[src/rtl/snn_frame_loader.sv]
// -----------------------------------------------------------------------------
// snn_frame_loader
//
// Receive / classify / transmit controller for the SNN core.
//   * Collects a frame of UART bytes and unpacks each byte, LSB-first, into
//     PIX_W-bit pixels that are written one per cycle into the input RAM.
//   * When the last pixel (NPIX-1) has been written, launches the core with a
//     single-cycle pulse, waits for it to finish, captures the digit and sends
//     one result byte {RES_HI, digit} over the UART transmitter.
//   * A one-byte skid register absorbs a byte that arrives while the previous
//     byte is still being unpacked; any further byte is dropped (overrun).
//   * A partial frame that stalls for TIMEOUT_CYC idle cycles is abandoned
//     (frame_err) and the next byte starts a new frame at address 0.
//
// Ports
//   clk            system clock
//   rst_n          asynchronous active-low reset
//   rx_rdy_i       one-cycle pulse, rx_data_i valid
//   rx_data_i      received byte
//   ram_we_o       RAM write enable (only in UNPACK)
//   ram_addr_o     RAM write address (pixel index)
//   ram_wdata_o    pixel value
//   core_start_o   one-cycle core launch pulse
//   core_done_i    core finished (pulse or level, sampled in CORE only)
//   core_digit_i   classification result
//   tx_start_o     one-cycle transmit request
//   tx_data_o      byte to transmit
//   tx_rdy_i       transmitter idle
//   result_o       last transmitted byte, held
//   busy_o         high in every state except RX_WAIT
//   frame_err_o    sticky: a partial frame was aborted by the timeout
//   overrun_o      sticky: a received byte was dropped
//   clr_err_i      clears both sticky flags (a simultaneous set wins)
// -----------------------------------------------------------------------------
`timescale 1ns/1ps

module snn_frame_loader #(
  parameter int unsigned NPIX        = 784,
  parameter int unsigned PIX_W       = 1,
  parameter int unsigned ADDR_W      = 10,
  parameter int unsigned TIMEOUT_CYC = 2500000,
  parameter logic [3:0]  RES_HI      = 4'h3
) (
  input  logic              clk,
  input  logic              rst_n,
  input  logic              rx_rdy_i,
  input  logic [7:0]        rx_data_i,
  output logic              ram_we_o,
  output logic [ADDR_W-1:0] ram_addr_o,
  output logic [PIX_W-1:0]  ram_wdata_o,
  output logic              core_start_o,
  input  logic              core_done_i,
  input  logic [3:0]        core_digit_i,
  output logic              tx_start_o,
  output logic [7:0]        tx_data_o,
  input  logic              tx_rdy_i,
  output logic [7:0]        result_o,
  output logic              busy_o,
  output logic              frame_err_o,
  output logic              overrun_o,
  input  logic              clr_err_i
);

  // Pixels carried by one received byte.
  localparam int unsigned PPB = 8 / PIX_W;

  localparam logic [2:0]        SUB_LAST = 3'(PPB - 1);
  localparam logic [ADDR_W-1:0] PIX_LAST = ADDR_W'(NPIX - 1);

  // Timeout counter only needs to reach TIMEOUT_CYC-1.
  localparam int unsigned TMO_W = (TIMEOUT_CYC > 1) ? $clog2(TIMEOUT_CYC) : 1;
  localparam logic [TMO_W-1:0] TMO_LAST =
    TMO_W'((TIMEOUT_CYC > 0) ? (TIMEOUT_CYC - 1) : 0);
  localparam bit TMO_EN = (TIMEOUT_CYC != 0);

  typedef enum logic [2:0] {
    S_RX_WAIT  = 3'd0,
    S_UNPACK   = 3'd1,
    S_START    = 3'd2,
    S_CORE     = 3'd3,
    S_TX_REQ   = 3'd4,
    S_TX_DRAIN = 3'd5
  } state_e;

  state_e            state_q, state_d;
  logic [ADDR_W-1:0] pix_q,   pix_d;    // next pixel address
  logic [2:0]        sub_q,   sub_d;    // pixel index within current byte
  logic [7:0]        dat_q,   dat_d;    // byte being unpacked (shifted right)
  logic              pend_q,  pend_d;   // skid register holds a byte
  logic [7:0]        pbuf_q,  pbuf_d;   // skid register
  logic [TMO_W-1:0]  tmo_q,   tmo_d;    // idle cycles inside a partial frame
  logic [7:0]        txd_q,   txd_d;
  logic [7:0]        res_q,   res_d;
  logic              seen_q,  seen_d;   // tx_rdy observed low in TX_DRAIN
  logic              ferr_q,  ferr_d;
  logic              ovr_q,   ovr_d;

  logic              ferr_set;
  logic              ovr_set;
  logic              we;
  logic              cstart;
  logic              tstart;

  always_ff @(posedge clk or negedge rst_n) begin
    if (!rst_n) begin
      state_q <= S_RX_WAIT;
      pix_q   <= '0;
      sub_q   <= '0;
      dat_q   <= '0;
      pend_q  <= 1'b0;
      pbuf_q  <= '0;
      tmo_q   <= '0;
      txd_q   <= '0;
      res_q   <= '0;
      seen_q  <= 1'b0;
      ferr_q  <= 1'b0;
      ovr_q   <= 1'b0;
    end else begin
      state_q <= state_d;
      pix_q   <= pix_d;
      sub_q   <= sub_d;
      dat_q   <= dat_d;
      pend_q  <= pend_d;
      pbuf_q  <= pbuf_d;
      tmo_q   <= tmo_d;
      txd_q   <= txd_d;
      res_q   <= res_d;
      seen_q  <= seen_d;
      ferr_q  <= ferr_d;
      ovr_q   <= ovr_d;
    end
  end

  always_comb begin
    state_d  = state_q;
    pix_d    = pix_q;
    sub_d    = sub_q;
    dat_d    = dat_q;
    pend_d   = pend_q;
    pbuf_d   = pbuf_q;
    tmo_d    = '0;          // counter only survives idle RX_WAIT cycles
    txd_d    = txd_q;
    res_d    = res_q;
    seen_d   = seen_q;
    ferr_set = 1'b0;
    ovr_set  = 1'b0;
    we       = 1'b0;
    cstart   = 1'b0;
    tstart   = 1'b0;

    case (state_q)
      S_RX_WAIT: begin
        sub_d = '0;
        if (pend_q) begin
          // Skid byte is older, so it goes first; a fresh byte in the same
          // cycle refills the skid register.
          dat_d   = pbuf_q;
          pend_d  = 1'b0;
          state_d = S_UNPACK;
          if (rx_rdy_i) begin
            pbuf_d = rx_data_i;
            pend_d = 1'b1;
          end
        end else if (rx_rdy_i) begin
          dat_d   = rx_data_i;
          state_d = S_UNPACK;
        end else if (TMO_EN && (pix_q != '0)) begin
          if (tmo_q == TMO_LAST) begin
            ferr_set = 1'b1;
            pix_d    = '0;
            pend_d   = 1'b0;
          end else begin
            tmo_d = tmo_q + 1'b1;
          end
        end
      end

      S_UNPACK: begin
        we    = 1'b1;
        dat_d = dat_q >> PIX_W;
        sub_d = sub_q + 1'b1;
        pix_d = pix_q + 1'b1;
        // Last pixel of the frame wins over end-of-byte: leftover bits of the
        // final byte are simply discarded.
        if (pix_q == PIX_LAST) begin
          state_d = S_START;
        end else if (sub_q == SUB_LAST) begin
          state_d = S_RX_WAIT;
        end
        if (rx_rdy_i) begin
          if (pend_q) begin
            ovr_set = 1'b1;
          end else begin
            pend_d = 1'b1;
            pbuf_d = rx_data_i;
          end
        end
      end

      S_START: begin
        cstart  = 1'b1;
        pix_d   = '0;
        state_d = S_CORE;
        ovr_set = rx_rdy_i;
      end

      S_CORE: begin
        ovr_set = rx_rdy_i;
        if (core_done_i) begin
          txd_d   = {RES_HI, core_digit_i};
          state_d = S_TX_REQ;
        end
      end

      S_TX_REQ: begin
        ovr_set = rx_rdy_i;
        seen_d  = 1'b0;
        if (tx_rdy_i) begin
          tstart  = 1'b1;
          res_d   = txd_q;
          state_d = S_TX_DRAIN;
        end
      end

      S_TX_DRAIN: begin
        // The transmitter needs a cycle or two to drop tx_rdy; only a rising
        // tx_rdy after a low phase marks the byte as sent.
        ovr_set = rx_rdy_i;
        if (!tx_rdy_i) begin
          seen_d = 1'b1;
        end else if (seen_q) begin
          seen_d  = 1'b0;
          state_d = S_RX_WAIT;
        end
      end

      default: begin
        state_d = S_RX_WAIT;
      end
    endcase

    // Set has priority over clear.
    ferr_d = ferr_set | (ferr_q & ~clr_err_i);
    ovr_d  = ovr_set  | (ovr_q  & ~clr_err_i);
  end

  assign ram_we_o     = we;
  assign ram_addr_o   = pix_q;
  assign ram_wdata_o  = dat_q[PIX_W-1:0];
  assign core_start_o = cstart;
  assign tx_start_o   = tstart;
  assign tx_data_o    = txd_q;
  assign result_o     = res_q;
  assign busy_o       = (state_q != S_RX_WAIT);
  assign frame_err_o  = ferr_q;
  assign overrun_o    = ovr_q;

endmodule

[config.mk]
export PLATFORM = sky130hd
export DESIGN_NAME = snn_frame_loader
export DESIGN_NICKNAME = d
export VERILOG_FILES = /design/src/rtl/snn_frame_loader.sv
export SDC_FILE = /design/constraint.sdc
export NUM_CORES = 1
export LEC_CHECK = 0
export ABC_AREA = 1
export CORE_MARGIN = 3
export CORE_UTILIZATION = 40
export DETAILED_ROUTE_END_ITERATION = 8
export PLACE_DENSITY = 0.67
export SETUP_SLACK_MARGIN = 0.15
export SLEW_MARGIN = 20
export SYNTH_ARGS = -nofsm -noshare
export SYNTH_HDL_FRONTEND = slang
export SYNTH_SLANG_ARGS = --single-unit
[constraint.sdc]
create_clock -name clk -period 5.9 [get_ports clk]
set_clock_uncertainty 0.2 [all_clocks]
set_input_delay 0.885 -clock clk [delete_from_list [all_inputs] [get_ports clk]]
set_output_delay 0.885 -clock clk [all_outputs]
set_load 0.005 [all_outputs]
# Word level (Yosys, flattened, before mapping)
# Index checks and enable logic that the tools add are counted.
dict set report word_totals {
  register_bits 68
  in_bits 18
  output_inout_bits 33
  wordCells 101
}
dict set report op_classes {
  add_sub_neg 3
  eq_ne 22
  mux 45
  n_bitwise 5
  n_reduce_logical 14
}
# cell n
set ops {}
lappend ops {{$mux 22} 5}
lappend ops {{$mux 10} 4}
lappend ops {{$mux 8} 5}
lappend ops {{$pmux 8 s2} 2}
lappend ops {{$pmux 10 s3} 1}
lappend ops {{$mux 3} 8}
lappend ops {{$ne 2x2->1 const B} 12}
lappend ops {{$add 22x1->22 const B} 1}
lappend ops {{$eq 22x22->1 const B} 1}
lappend ops {{$pmux 3 s6} 1}
lappend ops {{$mux 1} 15}
lappend ops {{$add 10x1->10 const B} 1}
lappend ops {{$eq 10x10->1 const B} 1}
lappend ops {{$reduce_and 5->1} 2}
lappend ops {{$reduce_bool 10->1} 1}
lappend ops {{$eq 3x3->1 const B} 3}
lappend ops {{$reduce_and 2->1} 4}
lappend ops {{$eq 3x2->1 const B} 2}
lappend ops {{$ne 3x3->1 const B} 2}
lappend ops {{$pmux 1 s2} 3}
lappend ops {{$pmux 3 s2} 1}
lappend ops {{$reduce_and 6->1} 1}
lappend ops {{$reduce_bool 3->1} 2}
lappend ops {{$reduce_bool 2->1} 2}
lappend ops {{7 further kinds} 9}

# Longest topological paths before layout
# Gate-level depths: netlist of the first run.
dict set report logic_depth {
  word_depth 7
  depth_mapped 13
  depth_no_buf 12
}

# Worst setup path before layout of the first run
# OpenSTA, ideal clock, no wires.
dict set report synth_timing {
  path_kind {input -> output}
  from {input tx_rdy_i}
  to {output tx_start_o}
  arrival_ps 1078
  required_ps 4815
  setup_slack_ps 3737
  path_stages 2
  path_cell_list {inv_1 nor2_1}
}
dict set report synth_between {
  elab_chain_cells 2
}
# item line_no
set synth_lines {}
lappend synth_lines {{from (decl)} 56} ;# input logic tx_rdy_i,
lappend synth_lines {{$mux 1} 218} ;# if (tx_rdy_i) begin
lappend synth_lines {{$mux 1} 151} ;# case (state_q)
lappend synth_lines {{to (decl)} 54} ;# output logic tx_start_o,
# Every way passes these cells.

# Final worst setup path of the first run
dict set report layout_timing {
  from {register state_q[1]}
  to {output ram_we_o}
}
dict set report layout_between {
  elab_chain_cells 2
}
# item line_no
set layout_lines {}
lappend layout_lines {{from (decl)} 85} ;# state_e state_q, state_d;
lappend layout_lines {{from (signal assigned)} 119} ;# state_q <= state_d;
lappend layout_lines {{$eq 3x1->1} 151}
lappend layout_lines {{$mux 1} 151}
lappend layout_lines {{to (decl)} 48} ;# output logic ram_we_o,
# Every way passes these cells.

==> out/metrics.csv, run 1 <==
metric,value,unit
outcome,"complete, no violations",
most frequent cells after synthesis,"111 x nand2_1, 68 x dfrtp_1, 64 x inv_1, 57 x nor2_1, 34 x nand3_1",
critical path startpoint,state_q[1],
critical path capture point type,primary output,
final design area excluding fillers,4387,um^2
Final Hold Vio Count,0,
Final Core Density,49.82,%
initial antenna violation count,0,
clk_lat worst skew,350,ps
# nets final,535,
Cell variety after synth,36,
post-synthesis simple-gate area fraction,28.76,%
Ports,51,
hold slack,265.5,ps
crit path launch type,register,
most numerous cell in the Yosys netlist,nand2_1,
Synth Register Bits,68,
Mapped Area,3659,um^2
CP max FO,25,
yosys synthesis warning count,0,
Initial Util,41.55,%
Compound-Gate Fraction of Synth Area,10.94,%
Peak VDD IR,0.2318,mV
"Top FF cell, synth",dfrtp_1,
ANT nets after route,0,
vias in the first global route,2996,
final worst-path cycle share,56.73,%
Worst R2R Start,state_q[2],
Worst-path clk slew,80,ps
"area leader, netlist",dfrtp_1,
Port Buffers,46,
total power,1.727,mW
post-CTS setup buffers,0,
post-synth top area share,46.51,%
Die H,101.6,um
initial DRC count,120,
largest net degree at the start of global routing,69,
DR vias,3044,
layout cell share with drive strength beyond 1,9.126,%
Num CTS Buffers,9,
DP Wirelength,5.407,mm
syn avg cell area,7.868,um^2
Synth area leaders,"dfrtp_1 47%, nand2_1 11%, inv_1 6.6%, nor2_1 5.8%, nand3_1 4.7%",
xor and xnor area share after synthesis,1.197,%
DRC violations left,0,
first-pass GRT wire length,13.39,mm
setup violators final,0,
CTS sink count,68,
root buffer cell,clkbuf_8,
TritonCTS clock tree,built,
register area share after synthesis,46.51,%
post-CTS sizing,0,
Worst Path Arrival,2260,ps
P_leak,2.021,nW
Cell Rows,34,
Hold Path Origin,tmo_q[0],
Setup TNS,0,ps
Total Wirelength,7.534,mm
vias per cell,4.886,
Worst Hold Class,register to register,
RSZ-0062 raised after global routing,no,
total core area,8806,um^2
Placer Congestion,0.8534,
max-slew violation count,0,
GRT Total Usage,16.25,%
H-tree Lvls,3,
main combinational cell family by area after synthesis,simple AND/OR/NAND/NOR gates,
worst slew pin tran,854.3,ps
f_max,298.8,MHz
"Cell Area, Placed",4161,um^2
maximum clock path buffer count,2,
Area Growth Syn to Fin,19.90,%
slew margin rel.,43.05,%
ant diodes,0,
worst-case reg-to-reg path depth,7,
fin crit period,3347,ps
hold path depth,1,
drt wl/cell,12.09,um
First-pass DRT Iterations,5,
Setup Crit Path Kind,register to primary output,
Post-Synth Adder-Cell Area,2.394,%
Cell Pwr Density,393.7,nW/um^2
max-cap violations,0,
die width,101.6,um
critical path required time,4820,ps
"EDFF count, synth",0,
Async SR Flop Fraction,100.0,%
Mapped Cells,465,
hold_buf cts,0,
grt total ovfl,0,
mux cell area share after synthesis,0,%
DIE AREA,10330,um^2
[layout make-up]
class,instances,area [um^2]
fill,844,4419
sequential,68,1702
multi-input combinational,314,1599
timing repair buffer,47,462.9
inverter,70,262.8
clock buffer,10,137.6
tap,108,135.1
clock inverter,6,87.58
[final timing paths]
check | slack [ps] | endpoint
worst max-delay path | 2550 | ram_we_o
worst min-delay path | 270 | tmo_q[0]
worst max register to register | 3530 | pbuf_q[4]
worst min register to register | 270 | tmo_q[0]
max in group asynchronous | 4410 | sub_q[1]
min in group asynchronous | 520 | tmo_q[14]
[routing by layer]
metal / wire length [um] / global-route usage (%) / share of wire (%)
met5: 0 / 0 / 0
met4: 103 / 6.135 / 1.4
met3: 384 / 4.545 / 5.1
met2: 3489 / 25.50 / 46
met1: 3557 / 21.43 / 47
[stage by stage]
step | worst slack [ps] | instances
2_1_floorplan | 3737 | 468
4_1_cts | 2515 | 623
3_5_place_dp | 2711 | 607
3_3_place_gp | 2748 | 607
5_1_grt | 2383 | 623
6_report | 2553 | 623
[cells by family (layout without fill, tap and decap cells)]
logic type | after synthesis | after routing
other | 1 | 4
XOR/XNOR | 5 | 5
AND/OR/NAND/NOR | 236 | 236
AO/OA/AOI/OAI | 62 | 62
buffers and inverters | 86 | 133
adder cells (fa/ha/maj) | 7 | 7
flip-flops | 68 | 68
[state kept, by name, summed over array words and instances (netlist names)]
signal       count
tmo_q           22
seen_q           1
sub_q            3
pend_q           1
dat_q            8
overrun_o        1
result_o         5
pbuf_q           8
frame_err_o      1
tx_data_o        5
ram_addr_o      10
state_q          3
[where the power goes]
part	switching, mW	total [mW]	internal [mW]
Clock	0.186	0.434	0.248
Sequential	0.105	0.690	0.585
Combinational	0.339	0.603	0.264
[worst max-delay path, stage by stage, from the launching register on]
cell and delay (ps):
dfrtp_1 460, nor2_4 180, nand2_1 250, inv_2 420
clkdlybuf4s50_1 590
[cell usage in the layout (no fill, tap or decap)]
cell / synthesis / final
a21oi_1: 11 / 11
a21oi_2: 1 / 1
a31o_2: 1 / 1
a31oi_1: 7 / 7
buf_2: 4 / 1
buf_4: 7 / 1
bufinv_16: 0 / 2
clkbuf_8: 0 / 10
clkdlybuf4s50_1: 0 / 45
clkinv_1: 2 / 2
clkinv_2: 0 / 1
clkinvlp_4: 0 / 3
conb_1: 1 / 4
dfrtp_1: 68 / 68
ha_1: 7 / 7
inv_1: 64 / 64
inv_2: 4 / 4
nand2_1: 111 / 111
nand2_2: 1 / 1
nand2_4: 2 / 2
nand3_1: 34 / 34
nand3b_1: 1 / 1
nand4_1: 9 / 9
nor2_1: 57 / 57
nor2_2: 2 / 2
nor2_4: 3 / 3
nor2_8: 1 / 1
nor3_1: 9 / 9
nor3_2: 2 / 2
nor3b_1: 2 / 2
o2111ai_1: 1 / 1
o2111ai_2: 1 / 1
o211ai_1: 8 / 8
o21ai_0: 21 / 21
o21ai_2: 9 / 9
o221ai_1: 1 / 1
o31ai_1: 1 / 1
or2_2: 2 / 2
xor2_1: 5 / 5
(Power assumes the default switching activity.)
==> inputs of run 2 (changes only) <==
- PLACE_DENSITY: 0.67 -> 0.7
- clock period: 5.9 -> 2.7 ns (I/O delays scaled with it)
==> out/metrics.csv, run 2 (synthesis results as in run 1) <==
metric,value,unit,change
root buffer cell,clkbuf_8,,
worst slew pin tran,858.3,ps,+4.012 ps
total power,3.785,mW,+120%
Final WS setup,297.7,ps,-2255 ps
layout cell share with drive strength beyond 1,9.827,%,+0.70 points
RSZ-0062 raised after global routing,no,,
worst slack at placement,404.5,ps,-2306 ps
P_leak,2.055,nW,+1.7%
final design area excluding fillers,4428,um^2,+0.94%
Final Hold Vio Count,0,,unchanged
# nets final,539,,+0.75%
Placer Congestion,0.8844,,+3.6%
final worst-path cycle share,88.97,%,
DIE AREA,10330,um^2,unchanged
Peak VDD IR,0.4856,mV,+110%
f_max,416.3,MHz,
Setup Crit Path Kind,register to primary output,,
die width,101.6,um,unchanged
Num CTS Buffers,9,,unchanged
outcome,"complete, no violations",,
critical path capture point type,primary output,,
placed cell count,610,,+0.49%
Cell Rows,34,,unchanged
setup violators final,0,,unchanged
maximum clock path buffer count,2,,unchanged
H-tree Lvls,3,,unchanged
fin crit period,2402,ps,
Filler cells,829,,-1.8%
total core area,8806,um^2,unchanged
first-pass GRT wire length,12.96,mm,-3.2%
grt total ovfl,0,,unchanged
DP Wirelength,5.507,mm,+1.9%
"commonest non-fill, non-tap cell in the layout",nand2_1,,
"Cell Area, Placed",4197,um^2,+0.84%
DR vias,3060,,+0.53%
CP max FO,10,,-60%
hold slack,265.1,ps,-0.4320 ps
slew margin rel.,42.78,%,-0.27 points
max-cap violations,0,,unchanged
most frequent cells in the layout,"111 x nand2_1, 68 x dfrtp_1, 63 x inv_1",,
Initial Util,41.55,%,unchanged
Worst-path clk slew,70,ps,about the same
GRT Total Usage,15.62,%,-0.63 points
ant diodes,0,,unchanged
max-slew violation count,0,,unchanged
Worst Hold Class,register to register,,
Cell Pwr Density,854.8,nW/um^2,+120%
vias in the first global route,2876,,-4.0%
drt wl/cell,12.09,um,about the same
TritonCTS clock tree,built,,
Setup TNS,0,ps,unchanged
Ports,51,,unchanged
Worst Path Arrival,1800,ps,-460 ps
initial antenna violation count,0,,unchanged
largest net degree at the start of global routing,59,,-14%
critical path required time,2100,ps,-2720 ps
initial DRC count,137,,+14%
Port Buffers,46,,unchanged
vias per cell,4.880,,-0.12%
Top reg by flops,tmo_q,,
CTS sink count,68,,unchanged
Area Growth Syn to Fin,21.03,%,
Die H,101.6,um,unchanged
Non-Filler Instances,627,,+0.64%
First-pass DRT Iterations,4,,-1
crit path launch type,register,,
Final Core Density,50.28,%,+0.47 points
clk_lat worst skew,330,ps,-20 ps
max FFs per register,22,,unchanged
ANT nets after route,0,,unchanged
DRC violations left,0,,unchanged
Total Wirelength,7.582,mm,+0.64%
[run 2: worst max-delay path, cell delays in order, from the launching register on]
cell             delay [ps]
dfrtp_1                 470
nor2_4                  180
nand2_1                 100
inv_2                   170
clkdlybuf4s50_1         540
[run 2: repair_timing]
action	CTS	global route
setup buffers	0	0
pin swaps	0	0
gates resized for setup	1	1
hold endpoints to repair	10	0
endpoints found under the setup margin	1	1
hold buffers	1	0
[run 2: power by group]
group	internal (mW)	leakage, nW	total, mW	switching, mW
Clock	0.541	0.113	0.918	0.377
Combinational	0.610	1.09	1.35	0.739
Sequential	1.28	0.852	1.52	0.239
Total	2.43	2.06	3.79	1.36
[run 2: final timing paths]
| path | start | endpoint | slack (ps) | cells past startpoint |
|---|---|---|---|---|
| max | state_q[1] | ram_we_o | 300 | 4 |
| min | tmo_q[0] | tmo_q[0] | 270 | 1 |
| max in group asynchronous | rst_n | sub_q[2] | 1420 | 3 |
| max reg2reg | state_q[2] | pbuf_q[4] | 620 | 5 |
| min reg2reg | tmo_q[0] | tmo_q[0] | 270 | 1 |
| min in group asynchronous | rst_n | result_o[1] | 290 | 2 |
[run 2: routing by layer]
metal	wire length, um	GRT usage, %	vias to the layer above
li1	-	-	1577
met1	3740	21.91	1413
met2	3508	24.20	63
met3	258	2.686	7
met4	75	5.930	0
met5	0	0	-
[run 2: layout make-up]
cell class,count,area [um^2],area share [%]
clock buffers,11,141.4,3.193
flip-flops and latches,68,1702,38.43
multi-input cells,314,1604,36.22
clock inverters,5,75.07,1.695
well taps,108,135.1,3.052
repair buffers,51,508.0,11.47
inverters,70,262.8,5.934
==> variant 1 (settings of run 1) <==
Reset style: synchronous (`rst_n`), changed in one clocked block. Comments in the files are not updated.
--- a/src/rtl/snn_frame_loader.sv
+++ b/src/rtl/snn_frame_loader.sv
@@ -102,5 +102,5 @@
   logic              tstart;
 
-  always_ff @(posedge clk or negedge rst_n) begin
+  always_ff @(posedge clk) begin
     if (!rst_n) begin
       state_q <= S_RX_WAIT;
Check against the original RTL: differs if rst_n is asserted again (counterexample within 4 cycles, from zero or initial values and one cycle with rst_n low); with rst_n held inactive, the same outputs for 10 cycles.
==> variant 1 against run 1 <==
- critical path depth unchanged
- wire length shrank 0.52%
- worst setup slack worse by 0.12 ns
- register-to-register slack gained 0.14 ns
- synthesized area decreased by 6.7%
- design area fell by 5.8%
- hold slack worse by 0.020 ns
- non-clock buffer count unchanged
- power down 23%
- maximum frequency shrank 3.4%
- count of clock-buffer cells in the layout unchanged
- sequential cell count stayed put
- largest power group unchanged
==> variant 1: results (changes against run 1) <==
{| class="wikitable"
! Metric !! Value
|-
| DRC marker count from the first detailed-route iteration || 178 (was 120)
|-
| Share of cells above drive strength 1 || 8.05% (was 9.13%)
|-
| Adder and majority cell fraction of the synthesized area || 1.83% (was 2.39%)
|-
| Setup slack, reg-to-reg || 3.67 ns (was 3.53 ns)
|-
| Most common flop cell mapped by yosys || sky130_fd_sc_hd__dfxtp_1 (was sky130_fd_sc_hd__dfrtp_1)
|-
| Number of nets in the layout || 552 (was 535)
|-
| Setup crit start || tx_rdy_i (was state_q[1]$_DFFE_PN0P_)
|-
| Share of total power in sequential cells || 43.0% (was 40.0%)
|-
| Pin count of the biggest net entering global routing || 28 (was 69)
|-
| Vias in the first global route || 2750 (was 2996)
|-
| Synthesized-area fraction occupied by ao, oa, aoi and oai cells || 16.0% (was 10.9%)
|-
| Register-to-Register Path Depth || 8 (was 7)
|-
| Area used by sequential logic in the layout || 0.00136 mm² (was 0.00170 mm²)
|-
| Number of standard cells in the layout, taps in and fillers out || 639 (was 623)
|-
| First-pass DRT Iterations || 4 (was 5)
|-
| Final HPWL DP || 5430 µm (was 5410 µm)
|-
| Met3 Resource Use GR || 4.57% (was 4.55%)
|-
| Leakage power || 1.49 nW (was 2.02 nW)
|-
| Filler Cell Count || 831 (was 844)
|-
| Mean instance size in the synthesized netlist || 7.01 µm² (was 7.87 µm²)
|-
| Worst Hold End || pbuf_q[0]$_SDFFE_PN0P_ (was tmo_q[0]$_DFF_PN0_)
|-
| Placed instance count || 623 (was 607)
|-
| Endpoint of the most critical register-to-register path || state_q[0]$_SDFFE_PN0P_ (was pbuf_q[4]$_DFFE_PN0P_)
|-
| WHS || 0.246 ns (was 0.266 ns)
|-
| Arrival time of the worst setup path || 2.38 ns (was 2.26 ns)
|-
| Place WS || 2.45 ns (was 2.71 ns)
|-
| Outcome || finished clean (unchanged)
|-
| WHS Path Cells || 2 (was 1)
|-
| Average via count per standard cell || 4.99 (was 4.89)
|-
| Reg-to-reg startpoint || state_q[2]$_SDFFE_PN0P_ (was state_q[2]$_DFFE_PN0P_)
|-
| Maximum fanout count along the critical path || 8 (was 25)
|-
| Area overhead of the layout relative to synthesis || 21.0% (was 19.9%)
|-
| DRT met1 WL || 3610 µm (was 3560 µm)
|-
| Cells taking the most area after synthesis || sky130_fd_sc_hd__dfxtp_1, sky130_fd_sc_hd__nand2_1, sky130_fd_sc_hd__nor2_1 (was sky130_fd_sc_hd__dfrtp_1, sky130_fd_sc_hd__nand2_1, sky130_fd_sc_hd__inv_1)
|-
| Layout buffering overhead excluding clock cells || 11.3% (was 10.6%)
|-
| Clk tree area frac || 5.45% (was 5.13%)
|-
| Dpl cell area || 0.00391 mm² (was 0.00416 mm²)
|-
| Maximum vdd drop || 175 µV (was 232 µV)
|-
| Met1 Usage GRT || 21.2% (was 21.4%)
|-
| Area of combinational cells with multiple inputs || 0.00174 mm² (was 0.00160 mm²)
|-
| Slew of the pin with the lowest slew margin || 0.713 ns (was 0.854 ns)
|-
| Combinational share of power || 24.6% (was 34.9%)
|}
[variant 1: cell types whose count changed in the layout (fill, tap and decap cells not counted), moves of 7 or more]
| cell | change |
|---|---|
| sky130_fd_sc_hd__o211ai_1 | -7 |
| sky130_fd_sc_hd__a21oi_1 | +24 |
| sky130_fd_sc_hd__inv_1 | -13 |
| sky130_fd_sc_hd__o21ai_2 | -9 |
| sky130_fd_sc_hd__nand3_1 | -8 |
| sky130_fd_sc_hd__dfxtp_1 | +68 |
| sky130_fd_sc_hd__dfrtp_1 | -68 |
| sky130_fd_sc_hd__a21oi_2 | +8 |
| sky130_fd_sc_hd__o21ai_0 | +13 |
[variant 1: tightest hold or removal path, cell delays in order (launching register included)]
cell and delay, ns:
sky130_fd_sc_hd__dfxtp_1 0.30, sky130_fd_sc_hd__inv_1 0.05, sky130_fd_sc_hd__a21oi_1 0.05
==> variant 2 (settings of run 1) <==
Without the edit above. The parameter `TIMEOUT_CYC` goes from 2500000 to 5000000.
--- a/src/rtl/snn_frame_loader.sv
+++ b/src/rtl/snn_frame_loader.sv
@@ -39,5 +39,5 @@
   parameter int unsigned PIX_W       = 1,
   parameter int unsigned ADDR_W      = 10,
-  parameter int unsigned TIMEOUT_CYC = 2500000,
+  parameter int unsigned TIMEOUT_CYC = 5000000,
   parameter logic [3:0]  RES_HI      = 4'h3
 ) (
Function: no difference found for any inputs over 10 cycles, from zero or initial values and one cycle with rst_n low; that may be too few to reach the edited logic, so the function may still have changed.
==> variant 2 against run 1 <==
- design area down 0.23%
- synthesized area grew 0.62%
- power is 9.2% lower
- wire length rose by 1.5%
- worst setup slack got worse by 0.14 ns
- sequential cell count is 1 higher
- global-route usage increased by 0.45 points
- first-iteration DRC count grew 5.8%
- critical endpoint unchanged
- largest power group unchanged
==> variant 2: results (changes against run 1) <==
{| class="wikitable"
! Metric !! Value
|-
| Synthesized-area fraction occupied by ao, oa, aoi and oai cells || 9.72% (was 10.9%)
|-
| Mean routed wirelength per cell || 12.0 µm (was 12.1 µm)
|-
| Pin count of the biggest net entering global routing || 70 (was 69)
|-
| Adder and majority cell fraction of the synthesized area || 2.38% (was 2.39%)
|-
| Max reg flops || 23 (was 22)
|-
| Outcome || finished clean (unchanged)
|-
| P_clk || 0.000351 W (was 0.000434 W)
|-
| CP max stage delay || 0.62 ns (was 0.59 ns)
|-
| First-pass DRT Iterations || 4 (was 5)
|-
| Arrival time of the worst setup path || 2.41 ns (was 2.26 ns)
|-
| First-pass GRT wire length || 13800 µm (was 13400 µm)
|-
| Setup crit start || state_q[2]$_DFFE_PN0P_ (was state_q[1]$_DFFE_PN0P_)
|-
| Via total after detailed routing || 3074 (was 3044)
|-
| Share of cells above drive strength 1 || 8.11% (was 9.13%)
|-
| Number of nets in the layout || 550 (was 535)
|-
| Source of the worst hold timing path || result_o[2]$_DFFE_PN0P_ (was tmo_q[0]$_DFF_PN0_)
|-
| Met1 Usage GRT || 21.5% (was 21.4%)
|-
| Leakage power || 2.04 nW (was 2.02 nW)
|-
| Commonest cells in the synthesized netlist || sky130_fd_sc_hd__nand2_1, sky130_fd_sc_hd__dfrtp_1, sky130_fd_sc_hd__inv_1 (unchanged)
|-
| Internal portion of total power || 0.000985 W (was 0.00110 W)
|-
| Maximum vdd drop || 255 µV (was 232 µV)
|-
| Cells taking the most area after synthesis || sky130_fd_sc_hd__dfrtp_1, sky130_fd_sc_hd__nand2_1, sky130_fd_sc_hd__inv_1 (unchanged)
|-
| Met3 Resource Use GR || 4.98% (was 4.55%)
|-
| Total Routing Usage GR || 16.7% (was 16.2%)
|-
| Final HPWL DP || 5530 µm (was 5410 µm)
|-
| Maximum fanout count along the critical path || 21 (was 25)
|-
| Xor/xnor share of the synthesized area || 1.90% (was 1.20%)
|-
| DRC marker count from the first detailed-route iteration || 127 (was 120)
|}
[variant 2: cell types whose count changed after synthesis, moves of 5 or more]
cell,run 1,this run
sky130_fd_sc_hd__nand2_2,1,7
sky130_fd_sc_hd__nor2_1,57,62
sky130_fd_sc_hd__nand2_1,111,119
sky130_fd_sc_hd__nor3_1,9,14
sky130_fd_sc_hd__o21ai_1,0,9
sky130_fd_sc_hd__o21ai_2,9,0
sky130_fd_sc_hd__nand3_1,34,25
[variant 2: final timing paths]
path,endpoint,slack [ns],cells after the start
worst max-delay path,ram_we_o,2.41,4
worst min-delay path,result_o[2]$_DFFE_PN0P_,0.28,2
worst max register to register,dat_q[4]$_DFFE_PN0P_,3.89,5
worst min register to register,result_o[2]$_DFFE_PN0P_,0.28,2
max in group asynchronous,ram_addr_o[2]$_DFFE_PN0P_,4.40,2
min in group asynchronous,tmo_q[16]$_DFF_PN0_,0.54,2
[variant 2: metrics by stage]
step                instance area (µm²)  power (W)  setup WS [ns]  std cells
floorplan                          3690    0.00104           3.63        480
global placement                   4200    0.00122           2.56        622
detailed placement                 4200    0.00123           2.51        622
CTS                                4380    0.00160           2.38        638
global route                       4380    0.00172           2.26        638
finish                             4380    0.00157           2.41        638
[variant 2: area by class of cell]
class	instances	area (µm²)
timing repair buffer	47	463
inverter	69	260
tap	108	135
sequential	69	1730
fill	892	4470
multi-input combinational	329	1610
clock inverter	4	22.5
clock buffer	12	155
[variant 2: per-layer routing]
metal / vias up / part of all wire, % / wire length [µm]
met1: 1425 / 47 / 3620
met3: 7 / 3.7 / 286
met2: 45 / 48 / 3640
met5: - / 0 / 0
met4: 0 / 1.3 / 96
li1: 1597 / - / -
